===== src/rtl/iir_filter_mac_if.sv =====
// iir_filter_mac_if: FIFO-side signals of the IIR filter.
// The master modport is the filter itself (it pops the input FIFO and pushes
// the output FIFO); the slave modport is the FIFO / environment side.
interface iir_filter_mac_if #(
  parameter int DATA_WIDTH = 32
);
  // Input FIFO (first-word fall-through).
  logic [DATA_WIDTH-1:0] x_in;
  logic                  x_in_empty;
  logic                  x_in_rd_en;
  // Output FIFO.
  logic [DATA_WIDTH-1:0] y_out;
  logic                  y_out_full;
  logic                  y_out_wr_en;

  modport master (
    input  x_in,
    input  x_in_empty,
    output x_in_rd_en,
    output y_out,
    input  y_out_full,
    output y_out_wr_en
  );

  modport slave (
    output x_in,
    output x_in_empty,
    input  x_in_rd_en,
    input  y_out,
    output y_out_full,
    input  y_out_wr_en
  );
endinterface


===== src/rtl/iir_filter_mac.sv =====
// iir_filter_mac: direct-form-I IIR filter, TAPS feed-forward taps and
// TAPS-1 feedback taps, one sample per TAPS+2 cycles using a single
// x-multiplier and a single y-multiplier stepped over the taps.
// Optional build macro IIR_FILTER_SATURATE_EN: clamp the reduced result to the
// DATA_WIDTH signed range instead of wrapping (the clamped value is also the
// one fed back into the y history).
module iir_filter_mac #(
  parameter int DATA_WIDTH = 32,
  parameter int TAPS       = 2,
  parameter int FRAC_BITS  = 10
) (
  input  logic                       clk,
  input  logic                       rst,
  input  logic                       flush,
  input  logic [TAPS*DATA_WIDTH-1:0] x_coeffs,
  input  logic [TAPS*DATA_WIDTH-1:0] y_coeffs,
  iir_filter_mac_if.master           bus
);

  localparam int PROD_W = 2 * DATA_WIDTH;
  // Sized from the full product width so that even a shifted product larger
  // than DATA_WIDTH (e.g. a saturating case) cannot wrap inside the sum.
  localparam int ACC_W  = PROD_W + $clog2(2 * TAPS) + 1;
  localparam int KW     = $clog2(TAPS);
  localparam logic [KW-1:0] K_LAST = KW'(TAPS - 1);

`ifdef IIR_FILTER_SATURATE_EN
  localparam logic signed [ACC_W-1:0] SAT_MAX =
    {{(ACC_W-DATA_WIDTH+1){1'b0}}, {(DATA_WIDTH-1){1'b1}}};
  localparam logic signed [ACC_W-1:0] SAT_MIN =
    {{(ACC_W-DATA_WIDTH+1){1'b1}}, {(DATA_WIDTH-1){1'b0}}};
`endif

  typedef enum logic [1:0] {
    S_IDLE,
    S_MAC,
    S_WRITE
  } state_t;

  state_t                        r_state;
  logic signed [DATA_WIDTH-1:0]  r_x_hist [TAPS];
  // Index 0 is never loaded; it stays zero and is masked out at k = 0.
  logic signed [DATA_WIDTH-1:0]  r_y_hist [TAPS];
  logic signed [ACC_W-1:0]       r_acc;
  logic [KW-1:0]                 r_k;
  logic [DATA_WIDTH-1:0]         r_y_out;

  logic signed [DATA_WIDTH-1:0]  w_b_arr [TAPS];
  logic signed [DATA_WIDTH-1:0]  w_a_arr [TAPS];
  logic signed [DATA_WIDTH-1:0]  w_b;
  logic signed [DATA_WIDTH-1:0]  w_a;
  logic signed [DATA_WIDTH-1:0]  w_xh;
  logic signed [DATA_WIDTH-1:0]  w_yh;
  logic signed [PROD_W-1:0]      w_prod_x;
  logic signed [PROD_W-1:0]      w_prod_y;
  logic signed [PROD_W-1:0]      w_sh_x;
  logic signed [PROD_W-1:0]      w_sh_y;
  logic signed [ACC_W-1:0]       w_term_x;
  logic signed [ACC_W-1:0]       w_term_y;
  logic signed [ACC_W-1:0]       w_sum;
  logic [DATA_WIDTH-1:0]         w_result;
  logic                          w_rd_en;
  logic                          w_wr_en;

  // Unpack the coefficient buses into per-tap arrays.
  always_comb begin
    for (int unsigned i = 0; i < TAPS; i++) begin
      w_b_arr[i] = x_coeffs[i*DATA_WIDTH +: DATA_WIDTH];
      w_a_arr[i] = y_coeffs[i*DATA_WIDTH +: DATA_WIDTH];
    end
  end

  // One MAC step: both products for tap k, floor-shifted and summed into acc.
  always_comb begin
    w_b      = w_b_arr[r_k];
    w_a      = w_a_arr[r_k];
    w_xh     = r_x_hist[r_k];
    w_yh     = r_y_hist[r_k];
    w_prod_x = w_b * w_xh;
    w_prod_y = w_a * w_yh;
    w_sh_x   = w_prod_x >>> FRAC_BITS;
    w_sh_y   = w_prod_y >>> FRAC_BITS;
    w_term_x = {{(ACC_W-PROD_W){w_sh_x[PROD_W-1]}}, w_sh_x};
    w_term_y = '0;
    if (r_k != '0) begin
      w_term_y = {{(ACC_W-PROD_W){w_sh_y[PROD_W-1]}}, w_sh_y};
    end
    w_sum = r_acc + w_term_x + w_term_y;
  end

  // Reduce the final accumulator value to the output width.
  always_comb begin
`ifdef IIR_FILTER_SATURATE_EN
    if (w_sum > SAT_MAX) begin
      w_result = SAT_MAX[DATA_WIDTH-1:0];
    end else if (w_sum < SAT_MIN) begin
      w_result = SAT_MIN[DATA_WIDTH-1:0];
    end else begin
      w_result = w_sum[DATA_WIDTH-1:0];
    end
`else
    w_result = w_sum[DATA_WIDTH-1:0];
`endif
  end

  // FIFO strobes: combinational from state and FIFO flags, suppressed by flush.
  always_comb begin
    w_rd_en = (r_state == S_IDLE) && !bus.x_in_empty && !flush && !rst;
    w_wr_en = (r_state == S_WRITE) && !bus.y_out_full && !flush;
  end

  assign bus.x_in_rd_en  = w_rd_en;
  assign bus.y_out_wr_en = w_wr_en;
  assign bus.y_out       = r_y_out;

  // Sequencer: IDLE (read) -> MAC (TAPS steps) -> WRITE, with flush override.
  always_ff @(posedge clk or posedge rst) begin
    if (rst) begin
      r_state <= S_IDLE;
      r_acc   <= '0;
      r_k     <= '0;
      r_y_out <= '0;
      for (int unsigned i = 0; i < TAPS; i++) begin
        r_x_hist[i] <= '0;
        r_y_hist[i] <= '0;
      end
    end else if (flush) begin
      // History cleared, in-flight sample dropped; y_out deliberately kept.
      r_state <= S_IDLE;
      r_acc   <= '0;
      r_k     <= '0;
      for (int unsigned i = 0; i < TAPS; i++) begin
        r_x_hist[i] <= '0;
        r_y_hist[i] <= '0;
      end
    end else begin
      case (r_state)
        S_IDLE: begin
          if (w_rd_en) begin
            for (int unsigned i = 1; i < TAPS; i++) begin
              r_x_hist[i] <= r_x_hist[i-1];
            end
            r_x_hist[0] <= bus.x_in;
            r_acc       <= '0;
            r_k         <= '0;
            r_state     <= S_MAC;
          end
        end
        S_MAC: begin
          r_acc <= w_sum;
          if (r_k == K_LAST) begin
            r_y_out <= w_result;
            r_state <= S_WRITE;
          end else begin
            r_k <= r_k + 1'b1;
          end
        end
        S_WRITE: begin
          if (w_wr_en) begin
            for (int unsigned i = 2; i < TAPS; i++) begin
              r_y_hist[i] <= r_y_hist[i-1];
            end
            r_y_hist[1] <= r_y_out;
            r_state     <= S_IDLE;
          end
        end
        default: r_state <= S_IDLE;
      endcase
    end
  end

endmodule


===== src/flat_wrapper.sv =====
// flat-port wrapper written by rule: the top's interface ports become plain ports
module iir_filter_mac_flat 
#(
  parameter int DATA_WIDTH = 32,
  parameter int TAPS       = 2,
  parameter int FRAC_BITS  = 10
)
  (clk, rst, flush, x_coeffs, y_coeffs, bus_x_in, bus_x_in_empty, bus_x_in_rd_en, bus_y_out, bus_y_out_full, bus_y_out_wr_en);
  iir_filter_mac_if #(.DATA_WIDTH(DATA_WIDTH)) bus_i ();
  input  logic clk;
  input  logic rst;
  input  logic flush;
  input  logic [TAPS*DATA_WIDTH-1:0] x_coeffs;
  input  logic [TAPS*DATA_WIDTH-1:0] y_coeffs;
  input wire logic [$bits(bus_i.x_in)-1:0] bus_x_in;
  input wire logic [$bits(bus_i.x_in_empty)-1:0] bus_x_in_empty;
  output wire logic [$bits(bus_i.x_in_rd_en)-1:0] bus_x_in_rd_en;
  output wire logic [$bits(bus_i.y_out)-1:0] bus_y_out;
  input wire logic [$bits(bus_i.y_out_full)-1:0] bus_y_out_full;
  output wire logic [$bits(bus_i.y_out_wr_en)-1:0] bus_y_out_wr_en;
  assign bus_i.x_in = bus_x_in;
  assign bus_i.x_in_empty = bus_x_in_empty;
  assign bus_x_in_rd_en = bus_i.x_in_rd_en;
  assign bus_y_out = bus_i.y_out;
  assign bus_i.y_out_full = bus_y_out_full;
  assign bus_y_out_wr_en = bus_i.y_out_wr_en;
  iir_filter_mac #(.DATA_WIDTH(DATA_WIDTH), .TAPS(TAPS), .FRAC_BITS(FRAC_BITS)) u_core (.clk(clk), .rst(rst), .flush(flush), .x_coeffs(x_coeffs), .y_coeffs(y_coeffs), .bus(bus_i));
endmodule

===== config.mk =====
export PLATFORM = sky130hd
export DESIGN_NAME = iir_filter_mac_flat
export DESIGN_NICKNAME = d
export VERILOG_FILES = /design/src/rtl/iir_filter_mac_if.sv /design/src/rtl/iir_filter_mac.sv /design/src/flat_wrapper.sv
export SDC_FILE = /design/constraint.sdc
export NUM_CORES = 2
export LEC_CHECK = 0
export CAP_MARGIN = 0
export CORE_AREA = 5 5 388 390
export CTS_BUF_LIST = sky130_fd_sc_hd__clkbuf_4 sky130_fd_sc_hd__clkbuf_8
export DETAILED_ROUTE_END_ITERATION = 16
export DIE_AREA = 0 0 393 395
export MAX_ROUTING_LAYER = met4
export PLACE_DENSITY = 0.61
export SYNTH_ARGS = -nofsm -noshare
export SYNTH_HDL_FRONTEND = slang
export SYNTH_SLANG_ARGS = --single-unit

===== constraint.sdc =====
create_clock -name clk -period 12.65 [get_ports clk]
set_input_delay 3.1625 -clock clk [delete_from_list [all_inputs] [get_ports clk]]
set_output_delay 3.1625 -clock clk [all_outputs]
set_load 0.01 [all_outputs]

==> results <==
- The average routed wire per standard cell is 23.42 um.
- Yosys mapped a number of flops with a built-in enable equal to 0.
- The share of layout cells above drive strength 1 is 0.1612.
- The top flip-flop cell by instance count after synthesis is dfrtp_1.
- The total number of yosys warnings is 0.
- Measured along the x axis, the die boundary spans 393 um.
- The detailed placer's ending HPWL is 172,900 um.
- The number of global-route vias before repair is 50,180.
- The total number of H-tree levels is 4.
- In this run the clock root is driven by a clkbuf_8.
- The number of rows in the core area is 141.
- The standard cell core area is 0.1468 mm^2.
- The worst-path cell with the longest stage delay is fa_1.
- In the final layout, the multi-input gates occupy 0.04834 mm^2.
- The first global-routing pass estimated 312,600 um of wire.
- The worst path meets setup with 0.1909 ns of slack.
- The die covers 0.1552 mm^2.
- The area added between synthesis and finish is 17.99%.
- IR analysis of the VDD net gives a maximum drop of 0.2291 mV.
- Across all layers, the routed design uses 46,550 vias.
- The number of top-level pins is 199.
- The cell leakage power is 35.59 nW.
- TritonCTS built the clock tree.
- The final-report hold violation count is 0.
- The startpoint of the worst-slack reg-to-reg timing path is u_core.r_k.
- The number of DRC violations after detailed-routing iteration 0 is 3,733.
- The flow ran to the end, and the final reports show no timing, DRC or antenna violations.
- Counting instances, the worst hold path has a depth of 2.
- After detailed routing, the number of remaining DRC violations is 0.
- The tightest hold margin is 0.5064 ns.
- Counting every net in the synthesized netlist gives 8,273.
- After synthesis, the share of flip-flops with an asynchronous set or reset is 1.000.
- The critical path depth in cells is 39.
- The portion of synthesized cell area occupied by the leading cell type is 0.4887.
- In the global route stage, met2 resource usage came out at 0.4587.
- The final count of negative-setup-slack endpoints is 0.
- The met1 track demand over resource is 0.3414.
- The finished cells cover 0.06864 mm^2.
- The worst register-to-register path has a depth of 40.
- The most numerous cell on the critical path is fa_1.
- The critical setup path kind is input pin to register.
- Power spread over the standard cell area amounts to 131.6 mW/mm^2.
- The combined buffer and inverter count along the critical path is 8.
- The family with the most delay on the worst path is adder cells.
- Setup repair after global routing could not meet its margin everywhere.
- The share of the cycle needed by the critical path after routing is 0.9849.
- Entering global routing, the biggest net connects 189 pins.
- The critical path ends at u_core.bus.y_out[31].
- The routing layer with the top usage in global route is met2.
- On the final layout, the worst clock skew is 0.03893 ns.
- After detailed routing, the number of vias per cell comes to 5.250.
- After synthesis, the cell types taking the most area are fa_1 49%, inv_1 9.3%, ha_1 7.4%.
- The initial utilization of the core area, before any placement, comes to 0.3963.
- The count of input and output buffers is 166.
- Fill cells in the final layout number 14,210.
- The share of the Yosys chip area taken by registers is 0.07012.
- STA puts the critical path data required time at 13.11 ns.
- Measured against its own limit, the worst slew margin works out to 0.2571.
- The overflow left after global routing is 0.
- The tightest min-delay check is of the register to register type.
- The synthesized design contains 163 register bits.
- The number of optimization iterations in the first detailed-route pass is 6.
- The worst setup slack for register-to-register paths is 1.24 ns.
- Measured on the finished design, the core utilization comes to 0.4676.
- The cts-stage hold buffer count is 0.
- The number of standard cells after synthesis is 6,344.
- The clock transition at the registers of the reported paths is 0.11 ns.
- In the global route stage, met3 resource usage came out at 0.03894.
- The launching element of the worst setup path is y_coeffs[33].
- The clock insertion delay at the later pin of the skew report is 0.58 ns.
- The transition at the pin with the smallest max-transition slack is 1.114 ns.
- The clock buffer count from CTS is 17.
- The number of nets with antenna violations after detailed routing is 0.
- The netlist uses 68 different library cells.
- The sequential cell area is 0.004083 mm^2.
- No sink is reached through more buffers than the 2 on the longest clock path.
- The max-slew violation count is 0.
- At the end of routability-driven placement, the weighted congestion stood at 0.9898.
- The mean instance size in the synthesized netlist is 9.170 um^2.
- The endpoint identified for the worst register-to-register timing path is u_core.bus.y_out[31].
- The launching element type of the critical path is an input pin.
- For the finished layout, the period the worst path requires is 12.46 ns.
- The synthesized design spends more area on one cell type than any other, namely fa_1.
- CTS saw 163 sinks.
- Of all nets on the critical path, the largest fanout is 17.
- The worst setup path is captured at a register.
- In this run the vertical extent of the chip is 395 um.
- The largest single stage delay on the critical path is 0.54 ns.
- The setup total negative slack is 0 ns.
- After detailed routing, the total wire length is 207,700 um.
- OpenSTA, run right after detailed placement, puts the worst setup slack at -1.122 ns.
- The maximum operating frequency is 80.26 MHz.
- In this run the cell area of the synthesized design comes to 0.05817 mm^2.
- Summing all placed instances gives a cell area of 0.06645 mm^2.
- Max-cap violations in this run came to 0.
- The initial antenna violation count was 9.
- The total number of nets in the final design is 8,844.
- The combined global-route utilization of all metal layers is 0.2774.
- The signal arrival time at the worst endpoint is 12.92 ns.
[cell usage in the layout (no fill, tap or decap), types with 12 or more instances in the layout]
cell and n:
inv_1 1420, fa_1 1376, nand2_1 784, buf_4 657
and3_1 465, nor2_1 456, ha_1 323, dfrtp_1 162
xnor2_1 135, clkdlybuf4s50_1 103, a21oi_1 83, mux2_2 73
a22o_1 62, nand3_1 58, fa_2 44, buf_6 44
dlymetal6s2s_1 40, mux2i_1 38, nand3b_1 36, xor2_1 36
a21o_1 35, buf_12 33, and2_1 30, o21ai_0 27
inv_2 25, nor2_2 22, mux2i_2 22, nand2b_1 21
clkbuf_8 21, ha_4 18, clkbuf_2 18, and3_4 14
a21oi_2 12, mux2_4 12
[stage by stage]
step | total power [W] | cells
global placement | 0.007966 | 8771
floorplan | 0.004708 | 6344
finish | 0.009030 | 8866
global route | 0.009797 | 8866
detailed placement | 0.008065 | 8771
CTS | 0.008637 | 8808
[worst min-delay path by stage]
stage	start	end	slack, ns
finish	u_core.r_acc[0]	u_core.r_acc[0]	0.51
global route	u_core.r_acc[4]	u_core.r_acc[4]	0.53
CTS	u_core.r_acc[0]	u_core.r_acc[0]	0.51
detailed placement	u_core.r_acc[0]	u_core.r_acc[0]	0.49
global placement	u_core.r_acc[0]	u_core.r_acc[0]	0.48
floorplan	u_core.r_acc[30]	u_core.r_acc[30]	0.45
[area by class of cell]
type,count,area share
Antenna cell,8,0.0002917
Clock buffer,21,0.004211
Clock inverter,11,0.001932
Inverter,1447,0.07921
Multi-Input combinational cell,4379,0.7043
Sequential cell,163,0.05948
Tap cell,1930,0.03518
Timing Repair Buffer,907,0.1154
[synth_stat cells (all sizes together) (10+ instances only)]
library cell	number
a21o	35
a21oi	100
a22o	63
and2	30
and3	479
buf	33
clkbuf	322
dfrtp	163
fa	1420
ha	344
inv	1446
mux2	85
mux2i	62
nand2	794
nand2b	21
nand3	59
nand3b	37
nor2	488
nor2b	10
o21ai	40
o21bai	11
or3	10
xnor2	138
xor2	37
[tightest hold or removal path, cell delays in order, from the launching register on]
cell,delay [ns]
dfrtp_1,0.36
nand2_1,0.05
o21ai_0,0.06
[logic make-up after synthesis]
kind of cell    share of synthesized area
fa+ha+maj                          0.5627
mux                               0.02719
buf+inv                            0.1174
compound gates                    0.03852
flops                             0.07012
xor+xnor                          0.02790
simple gates                       0.1563
[what timing repair did]
item	in CTS	in global routing
cloned	0	4
buffers inserted	5	51
pin swaps	17	187
setup endpoints to repair	12	22
gates resized for setup	44	354
[layer usage]
layer | part of all wire | vias up
met1 | 0.39 | 24160
li1 | - | 20090
met5 | 0 | -
met4 | 0.055 | 0
met3 | 0.070 | 418
met2 | 0.49 | 1880
[state kept, by name (all words and copies together), names as in the netlist]
| register | count |
|---|---|
| u_core.bus.y_out | 32 |
| u_core.r_acc | 32 |
| u_core.r_k | 1 |
| u_core.r_state | 2 |
| u_core.r_x_hist | 64 |
| u_core.r_y_hist | 32 |
[power by group]
part	internal (W)	switching (W)	leakage, nW
registers	0.000591	0.000125	2.23
logic	0.00369	0.00417	33.1
clock network	0.000185	0.000267	0.217
Power figures use the tool's default switching activity.
